[config.mk]
export PLATFORM = sky130hd
export DESIGN_NAME = alu_issue_flat
export DESIGN_NICKNAME = d
export VERILOG_FILES = /design/src/rtl/alu_issue_if.sv /design/src/rtl/alu_issue.sv /design/src/flat_wrapper.sv
export SDC_FILE = /design/constraint.sdc
export NUM_CORES = 1
export LEC_CHECK = 0
export ABC_AREA = 1
export CORE_UTILIZATION = 40
export DETAILED_ROUTE_END_ITERATION = 7
export PLACE_DENSITY_LB_ADDON = 0.12
export SYNTH_ARGS = -nofsm -noshare
export SYNTH_HDL_FRONTEND = slang
export SYNTH_SLANG_ARGS = --single-unit
[constraint.sdc]
create_clock -name clk -period 2.4 [get_ports clk]
set_input_delay 0.48 -clock clk [delete_from_list [all_inputs] [get_ports clk]]
set_output_delay 0.48 -clock clk [all_outputs]
set_load 0.02 [all_outputs]
[src/rtl/alu_issue_if.sv]
// alu_issue_if: bundles the issue-side handshake, the ALU operand/result
// path and the writeback handshake of the alu_issue block.
//   slave  - view used by alu_issue itself
//   master - view used by the surrounding pipeline (register read, ALU, WB)
interface alu_issue_if;
    // register-read side
    logic        in_valid;
    logic        in_ready;
    logic [31:0] instr;
    logic [31:0] rs1_val;
    logic [31:0] rs2_val;
    // ALU side
    logic [3:0]  alu_op;
    logic [31:0] op_a;
    logic [31:0] op_b;
    logic [31:0] alu_result;
    // writeback side
    logic        wb_valid;
    logic        wb_ready;
    logic [4:0]  wb_rd;
    logic [31:0] wb_data;
    // status
    logic        illegal;
    logic [7:0]  illegal_count;

    modport slave (
        input  in_valid,
        output in_ready,
        input  instr,
        input  rs1_val,
        input  rs2_val,
        output alu_op,
        output op_a,
        output op_b,
        input  alu_result,
        output wb_valid,
        input  wb_ready,
        output wb_rd,
        output wb_data,
        output illegal,
        output illegal_count
    );

    modport master (
        output in_valid,
        input  in_ready,
        output instr,
        output rs1_val,
        output rs2_val,
        input  alu_op,
        input  op_a,
        input  op_b,
        output alu_result,
        input  wb_valid,
        output wb_ready,
        input  wb_rd,
        input  wb_data,
        input  illegal,
        input  illegal_count
    );
endinterface

[src/rtl/alu_issue.sv]
// alu_issue: issue/decode front-end for a registered (1-cycle) ALU.
// Decodes RV32 R-type (and optionally I-type) integer ops into a 4-bit
// ALUOp, drives ALU operands from registers and tags the ALU result with
// its destination register for writeback under valid/ready.
//
// Build option: define ALU_ISSUE_IMM_EN to decode I-type (opcode 0010011).
// Without it, I-type instructions are reported as illegal.
module alu_issue (
    input  logic          clk,
    input  logic          rst,
    alu_issue_if.slave    io
);
    localparam logic [6:0] OPC_R = 7'b0110011;
    localparam logic [6:0] OPC_I = 7'b0010011;

    localparam logic [3:0] OP_ADD = 4'b0000;
    localparam logic [3:0] OP_SUB = 4'b0001;
    localparam logic [3:0] OP_AND = 4'b0010;
    localparam logic [3:0] OP_OR  = 4'b0011;
    localparam logic [3:0] OP_XOR = 4'b0100;
    localparam logic [3:0] OP_SLL = 4'b0101;
    localparam logic [3:0] OP_SRL = 4'b0110;

    localparam logic [6:0] F7_ZERO = 7'b0000000;
    localparam logic [6:0] F7_ALT  = 7'b0100000;

    typedef enum logic [1:0] {
        ST_IDLE = 2'd0,
        ST_EXEC = 2'd1,
        ST_WB   = 2'd2
    } state_t;

    state_t      state_reg;
    state_t      state_next;

    logic [3:0]  alu_op_reg;
    logic [31:0] op_a_reg;
    logic [31:0] op_b_reg;
    logic [4:0]  wb_rd_reg;
    logic        wb_valid_reg;
    logic        illegal_reg;
    logic [7:0]  illegal_count_reg;

    // instruction fields
    logic [6:0]  opcode;
    logic [2:0]  f3;
    logic [6:0]  f7;
    assign opcode = io.instr[6:0];
    assign f3     = io.instr[14:12];
    assign f7     = io.instr[31:25];

    // decode results
    logic        dec_legal;
    logic [3:0]  dec_op;
    logic        dec_shift;
    logic [31:0] dec_b_raw;
    logic [31:0] dec_b;

`ifdef ALU_ISSUE_IMM_EN
    logic [31:0] imm_sext;
    logic [31:0] imm_shamt;
    assign imm_sext  = {{20{io.instr[31]}}, io.instr[31:20]};
    assign imm_shamt = {27'd0, io.instr[24:20]};
`endif

    // handshake
    logic accept;
    assign io.in_ready = (state_reg == ST_IDLE) ||
                         ((state_reg == ST_WB) && io.wb_ready);
    assign accept      = io.in_valid && io.in_ready;

    // Decode funct3/funct7 into ALUOp, legality and the raw opB source
    always_comb begin
        dec_legal = 1'b0;
        dec_op    = OP_ADD;
        dec_shift = 1'b0;
        dec_b_raw = io.rs2_val;
        case (opcode)
            OPC_R: begin
                dec_b_raw = io.rs2_val;
                case (f3)
                    3'b000: begin
                        if (f7 == F7_ZERO) begin
                            dec_legal = 1'b1;
                            dec_op    = OP_ADD;
                        end else if (f7 == F7_ALT) begin
                            dec_legal = 1'b1;
                            dec_op    = OP_SUB;
                        end
                    end
                    3'b111: begin
                        dec_legal = (f7 == F7_ZERO);
                        dec_op    = OP_AND;
                    end
                    3'b110: begin
                        dec_legal = (f7 == F7_ZERO);
                        dec_op    = OP_OR;
                    end
                    3'b100: begin
                        dec_legal = (f7 == F7_ZERO);
                        dec_op    = OP_XOR;
                    end
                    3'b001: begin
                        dec_legal = (f7 == F7_ZERO);
                        dec_op    = OP_SLL;
                        dec_shift = 1'b1;
                    end
                    3'b101: begin
                        // SRA (f7 0100000) is not supported by the ALU
                        dec_legal = (f7 == F7_ZERO);
                        dec_op    = OP_SRL;
                        dec_shift = 1'b1;
                    end
                    default: dec_legal = 1'b0;   // SLT/SLTU
                endcase
            end
`ifdef ALU_ISSUE_IMM_EN
            OPC_I: begin
                dec_b_raw = imm_sext;
                case (f3)
                    3'b000: begin
                        dec_legal = 1'b1;
                        dec_op    = OP_ADD;
                    end
                    3'b111: begin
                        dec_legal = 1'b1;
                        dec_op    = OP_AND;
                    end
                    3'b110: begin
                        dec_legal = 1'b1;
                        dec_op    = OP_OR;
                    end
                    3'b100: begin
                        dec_legal = 1'b1;
                        dec_op    = OP_XOR;
                    end
                    3'b001: begin
                        dec_legal = (f7 == F7_ZERO);
                        dec_op    = OP_SLL;
                        dec_shift = 1'b1;
                        dec_b_raw = imm_shamt;
                    end
                    3'b101: begin
                        // SRAI shares f3 with SRLI; only f7 0000000 is legal
                        dec_legal = (f7 == F7_ZERO);
                        dec_op    = OP_SRL;
                        dec_shift = 1'b1;
                        dec_b_raw = imm_shamt;
                    end
                    default: dec_legal = 1'b0;   // SLTI/SLTIU
                endcase
            end
`endif
            default: dec_legal = 1'b0;
        endcase
    end

    // Shift amounts are masked to 5 bits so the ALU never sees a wide shift
    assign dec_b = dec_shift ? {27'd0, dec_b_raw[4:0]} : dec_b_raw;

    // State register
    always_ff @(posedge clk) begin
        if (rst) begin
            state_reg <= ST_IDLE;
        end else begin
            state_reg <= state_next;
        end
    end

    // Next-state: legal accepts go to EXEC, everything else settles in IDLE
    always_comb begin
        state_next = state_reg;
        case (state_reg)
            ST_IDLE: begin
                if (accept && dec_legal) begin
                    state_next = ST_EXEC;
                end
            end
            ST_EXEC: begin
                state_next = ST_WB;
            end
            ST_WB: begin
                if (io.wb_ready) begin
                    state_next = (accept && dec_legal) ? ST_EXEC : ST_IDLE;
                end
            end
            default: state_next = ST_IDLE;
        endcase
    end

    // Issue registers: loaded only on a legal accept, held through EXEC/WB
    // so the ALU keeps recomputing the same result while writeback stalls
    always_ff @(posedge clk) begin
        if (rst) begin
            alu_op_reg <= OP_ADD;
            op_a_reg   <= 32'd0;
            op_b_reg   <= 32'd0;
            wb_rd_reg  <= 5'd0;
        end else if (accept && dec_legal) begin
            alu_op_reg <= dec_op;
            op_a_reg   <= io.rs1_val;
            op_b_reg   <= dec_b;
            wb_rd_reg  <= io.instr[11:7];
        end
    end

    // Writeback valid mirrors the WB state one register stage ahead
    always_ff @(posedge clk) begin
        if (rst) begin
            wb_valid_reg <= 1'b0;
        end else begin
            wb_valid_reg <= (state_next == ST_WB);
        end
    end

    // Illegal pulse and wrapping illegal counter
    always_ff @(posedge clk) begin
        if (rst) begin
            illegal_reg       <= 1'b0;
            illegal_count_reg <= 8'd0;
        end else begin
            illegal_reg <= accept && !dec_legal;
            if (accept && !dec_legal) begin
                illegal_count_reg <= illegal_count_reg + 8'd1;
            end
        end
    end

    assign io.alu_op        = alu_op_reg;
    assign io.op_a          = op_a_reg;
    assign io.op_b          = op_b_reg;
    assign io.wb_rd         = wb_rd_reg;
    assign io.wb_valid      = wb_valid_reg;
    assign io.wb_data       = io.alu_result;
    assign io.illegal       = illegal_reg;
    assign io.illegal_count = illegal_count_reg;

endmodule

[src/flat_wrapper.sv]
// flat-port wrapper written by rule: the top's interface ports become plain ports
module alu_issue_flat 
  (clk, rst, io_in_valid, io_in_ready, io_instr, io_rs1_val, io_rs2_val, io_alu_op, io_op_a, io_op_b, io_alu_result, io_wb_valid, io_wb_ready, io_wb_rd, io_wb_data, io_illegal, io_illegal_count);
  alu_issue_if io_i ();
  input  logic clk;
  input  logic rst;
  input wire logic [$bits(io_i.in_valid)-1:0] io_in_valid;
  output wire logic [$bits(io_i.in_ready)-1:0] io_in_ready;
  input wire logic [$bits(io_i.instr)-1:0] io_instr;
  input wire logic [$bits(io_i.rs1_val)-1:0] io_rs1_val;
  input wire logic [$bits(io_i.rs2_val)-1:0] io_rs2_val;
  output wire logic [$bits(io_i.alu_op)-1:0] io_alu_op;
  output wire logic [$bits(io_i.op_a)-1:0] io_op_a;
  output wire logic [$bits(io_i.op_b)-1:0] io_op_b;
  input wire logic [$bits(io_i.alu_result)-1:0] io_alu_result;
  output wire logic [$bits(io_i.wb_valid)-1:0] io_wb_valid;
  input wire logic [$bits(io_i.wb_ready)-1:0] io_wb_ready;
  output wire logic [$bits(io_i.wb_rd)-1:0] io_wb_rd;
  output wire logic [$bits(io_i.wb_data)-1:0] io_wb_data;
  output wire logic [$bits(io_i.illegal)-1:0] io_illegal;
  output wire logic [$bits(io_i.illegal_count)-1:0] io_illegal_count;
  assign io_i.in_valid = io_in_valid;
  assign io_in_ready = io_i.in_ready;
  assign io_i.instr = io_instr;
  assign io_i.rs1_val = io_rs1_val;
  assign io_i.rs2_val = io_rs2_val;
  assign io_alu_op = io_i.alu_op;
  assign io_op_a = io_i.op_a;
  assign io_op_b = io_i.op_b;
  assign io_i.alu_result = io_alu_result;
  assign io_wb_valid = io_i.wb_valid;
  assign io_i.wb_ready = io_wb_ready;
  assign io_wb_rd = io_i.wb_rd;
  assign io_wb_data = io_i.wb_data;
  assign io_illegal = io_i.illegal;
  assign io_illegal_count = io_i.illegal_count;
  alu_issue u_core (.clk(clk), .rst(rst), .io(io_i));
endmodule
==> summary.md, run 1 <==
| Metric | Value |
|---|---|
| CTS Hold Bufs | 0 |
| Grt total ovfl | 0 |
| Slew Limit Fails | 0 |
| Tmin final | 2.269 ns |
| Seq pwr share | 0.526 |
| Final GP Congestion | ~0.79 |
| Tcrit/Tclk final | 0.9453 |
| Final non-filler cell area | between 5000 and 6000 um2 |
| Final Hold Fails | 0 |
| Synth area leader | dfxtp_1 |
| Critical path's top delay family | buffers and inverters |
| Pin count of the biggest net entering global routing | between 50 and 60 |
| Fillcell total | between 900 and 1000 |
| Run status | completed |
| Max_cap viols | 0 |
| Post-Route Setup TNS | 0 ns |
| Final wirelength | about 9600 um |
| Cell variety after synth | 22 |
| Clock-pin slew on the worst setup and hold paths | 0.09 ns |
| Complex-gate fraction of the synthesized area | 0.01528 |
| Int Power | roughly 2.1 mW |
| Delay of the slowest cell on the worst path | 0.62 ns |
| Seq/Total Area, Yosys | 0.4279 |
| Total track usage | 0.1866 |
| Worst-Skew Late Latency | 0.34 ns |
| Setup bufs post-CTS | 0 |
| Max frequency | around 440 MHz |
| DRC viols | 0 |
| Antenna violations before repair | 0 |
| Post-synth top area share | 0.4279 |
| IO Port Bufs | 172 |
| Cells after Synth | 605 |
| Placed cell count | 859 |
| Clk sinks | 84 |
| Area of the multi-input gates | ~1600 um2 |
| First-pass GRT wire length | between 15000 and 20000 um |
| Clock power frac | 0.383 |
| Comb power frac | 0.092 |
| Psw | approximately 600 uW |
| Non-Filler Instances | around 880 |
| Via count | 3816 |
| Mean post-synth cell area | between 6 and 7 um2 |
| XOR/XNOR Fraction of Synth Area | 0.006686 |
| Crit path max fanout | 3 |
| Ys Warns | 0 |
| Flop and latch count out of synthesis | between 80 and 90 |
| RSZ-0062 raised after global routing | no |
| DR pass1 iterations | 4 |
| Share of cells above drive strength 1 | 0.04558 |
| WL/cell | about 11 um |
| Worst setup EP type | output port |
| Post-CTS sizing | 0 |
| P&R area growth vs syn | 47.25% |
| Fraction of the mapped netlist area in adder cells | 0.003184 |
| Initial DRC count | approximately 120 |
| Register area | 1682 um2 |
| Vias in the first global route | 3466 |
| Critical-path cell list | clkdlybuf4s50_1 -> inv_1 -> nand2_1 -> nand2_1 -> inv_1 -> clkdlybuf4s50_1 |
| CTS tree | built |
| Mapped Nets | about 740 |
| Worst hold path class | reg -> reg |
| Post-route setup slack | roughly 0.13 ns |
| Simple-gate share of the synthesized area | 0.3684 |
| Die extent in y | 101.1 um |
| Initial Utilization | 0.4194 |
| Top post-synthesis cells by area | dfxtp_1 43%, nand2_1 19%, nor2_1 10%, inv_1 8.3%, buf_4 6.9% |
| Die width | 101.1 um |
| Pwr dens | between 400 and 500 nW/um2 |
| Vias/cell | approximately 4.4 |
| Class of the most critical setup path | in -> out |
| Boundary pin count | ~250 |
| Leak | roughly 2.8 nW |
| Nature of the critical path startpoint | input port |
| Largest family of logic cells by synthesized area | simple AND/OR/NAND/NOR gates |
| CTS root buf | clkbuf_8 |
| # diodes | 0 |
| Sw Ratio | 0.2250 |
| Syn Std Cell Area | just under 4000 um2 |
| Core Region | between 9000 and 10000 um2 |
| Row count | 35 |
| Post-synthesis mux area share | 0 |
| Buf/Inv on CP | 4 |
| Critical Path RT | approximately 1.9 ns |
| Sum of net half-perimeters after detailed placement | approximately 6900 um |
| Worst Path Arrival | 1.79 ns |
| Final cell utilization of the core | 0.6175 |
| Place WS | around 0.12 ns |
| Final Setup Violations | 0 |
| Final ANT Viol Nets | 0 |
| Max IR drop VDD | 341.8 uV |
| Slowest-stage cell, CP | clkdlybuf4s50_1 |
| CTS buffer count | 9 |
| Die ar. | just over 10000 um2 |
| Area after DPL | around 5600 um2 |
| Final #Nets | slightly below 900 |
| Final Hold Slack | between 0.4 and 0.5 ns |
| Skew final | between 0.01 and 0.015 ns |
| Total power | between 2 and 3 mW |
| Htree depth | 3 |
| CTS Buffer Depth | 2 |
[layout by cell type, fill, tap and decap left out, types with 2 or more instances in the layout]
master / instances
buf_4: 8
inv_1: 86
clkdlybuf4s50_1: 172
a211oi_1: 2
dfxtp_1: 84
a21oi_1: 6
nor2_4: 2
nor3_1: 2
nand3_1: 40
clkbuf_8: 10
nor2_2: 2
o21ai_0: 3
clkinvlp_4: 3
nor2_1: 105
nand2_1: 204
buf_12: 4
xor2_1: 3
[metal layers]
| layer | track usage | vias up | routed length [um] |
|---|---|---|---|
| li1 | - | 2006 | - |
| met5 | 0 | - | 0 |
| met1 | 0.1995 | 1667 | 3895 |
| met3 | 0.06449 | 22 | 810 |
| met2 | 0.3354 | 121 | 4707 |
| met4 | 0.07581 | 0 | 167 |
[cell families (layout without fill, tap and decap cells)]
family | after synthesis | in the layout
fa+ha+maj | 1 | 1
simple gates | 359 | 359
flops | 84 | 84
other cells | 1 | 1
xor+xnor | 3 | 3
compound gates | 11 | 11
buf+inv | 146 | 287
[path summary, 6_finish.rpt]
| kind | startpoint | to | slack (ns) | cells after the start |
|---|---|---|---|---|
| min | u_core.io.op_b[27] | u_core.io.op_b[27] | 0.47 | 2 |
| max reg2reg | u_core.state_reg[1] | u_core.io.op_a[5] | 0.89 | 8 |
| min reg2reg | u_core.io.op_b[27] | u_core.io.op_b[27] | 0.47 | 2 |
| max | io_wb_ready | io_in_ready | 0.13 | 6 |
[worst min-delay path: cells and delay by family (launching register included)]
kind / cells / cell delay (ns)
flip-flops: 1 / 0.32
AND/OR/NAND/NOR: 2 / 0.11
[layout make-up]
type,count,share of cell area
repair buffers,184,0.3217
flip-flops and latches,84,0.2906
clock inverters,5,0.01059
well taps,129,0.02789
multi-input cells,375,0.2683
inverters,87,0.05643
clock buffers,11,0.02443
[power by group through the flow]
stage                     clock [mW]  sequential, mW  combinational [mW]
after detailed placement           0            1.43               0.245
after floorplan                    0            1.44               0.145
after global placement             0            1.43               0.242
final                           1.02            1.40               0.244
after CTS                       1.06            1.40               0.246
after global routing            1.11            1.40               0.266
[cell usage after synthesis]
cell / instances
buf_2: 12
clkbuf_1: 10
buf_4: 36
dfxtp_1: 84
inv_1: 87
ha_1: 1
o21ai_0: 3
nor3_1: 2
conb_1: 1
nand3b_1: 1
nor2_2: 1
nor2_4: 2
xor2_1: 3
nand3_1: 40
nor2_1: 106
a211oi_1: 2
nand3_2: 1
nand4_4: 1
or2_1: 1
nand2_1: 204
buf_1: 1
a21oi_1: 6
Power figures use the tool's default switching activity.
==> run 2: changes to the inputs <==
- SLEW_MARGIN: default -> 30
==> results of run 2 <==
Final layout, timing and power as in run 1 (identical DEF).
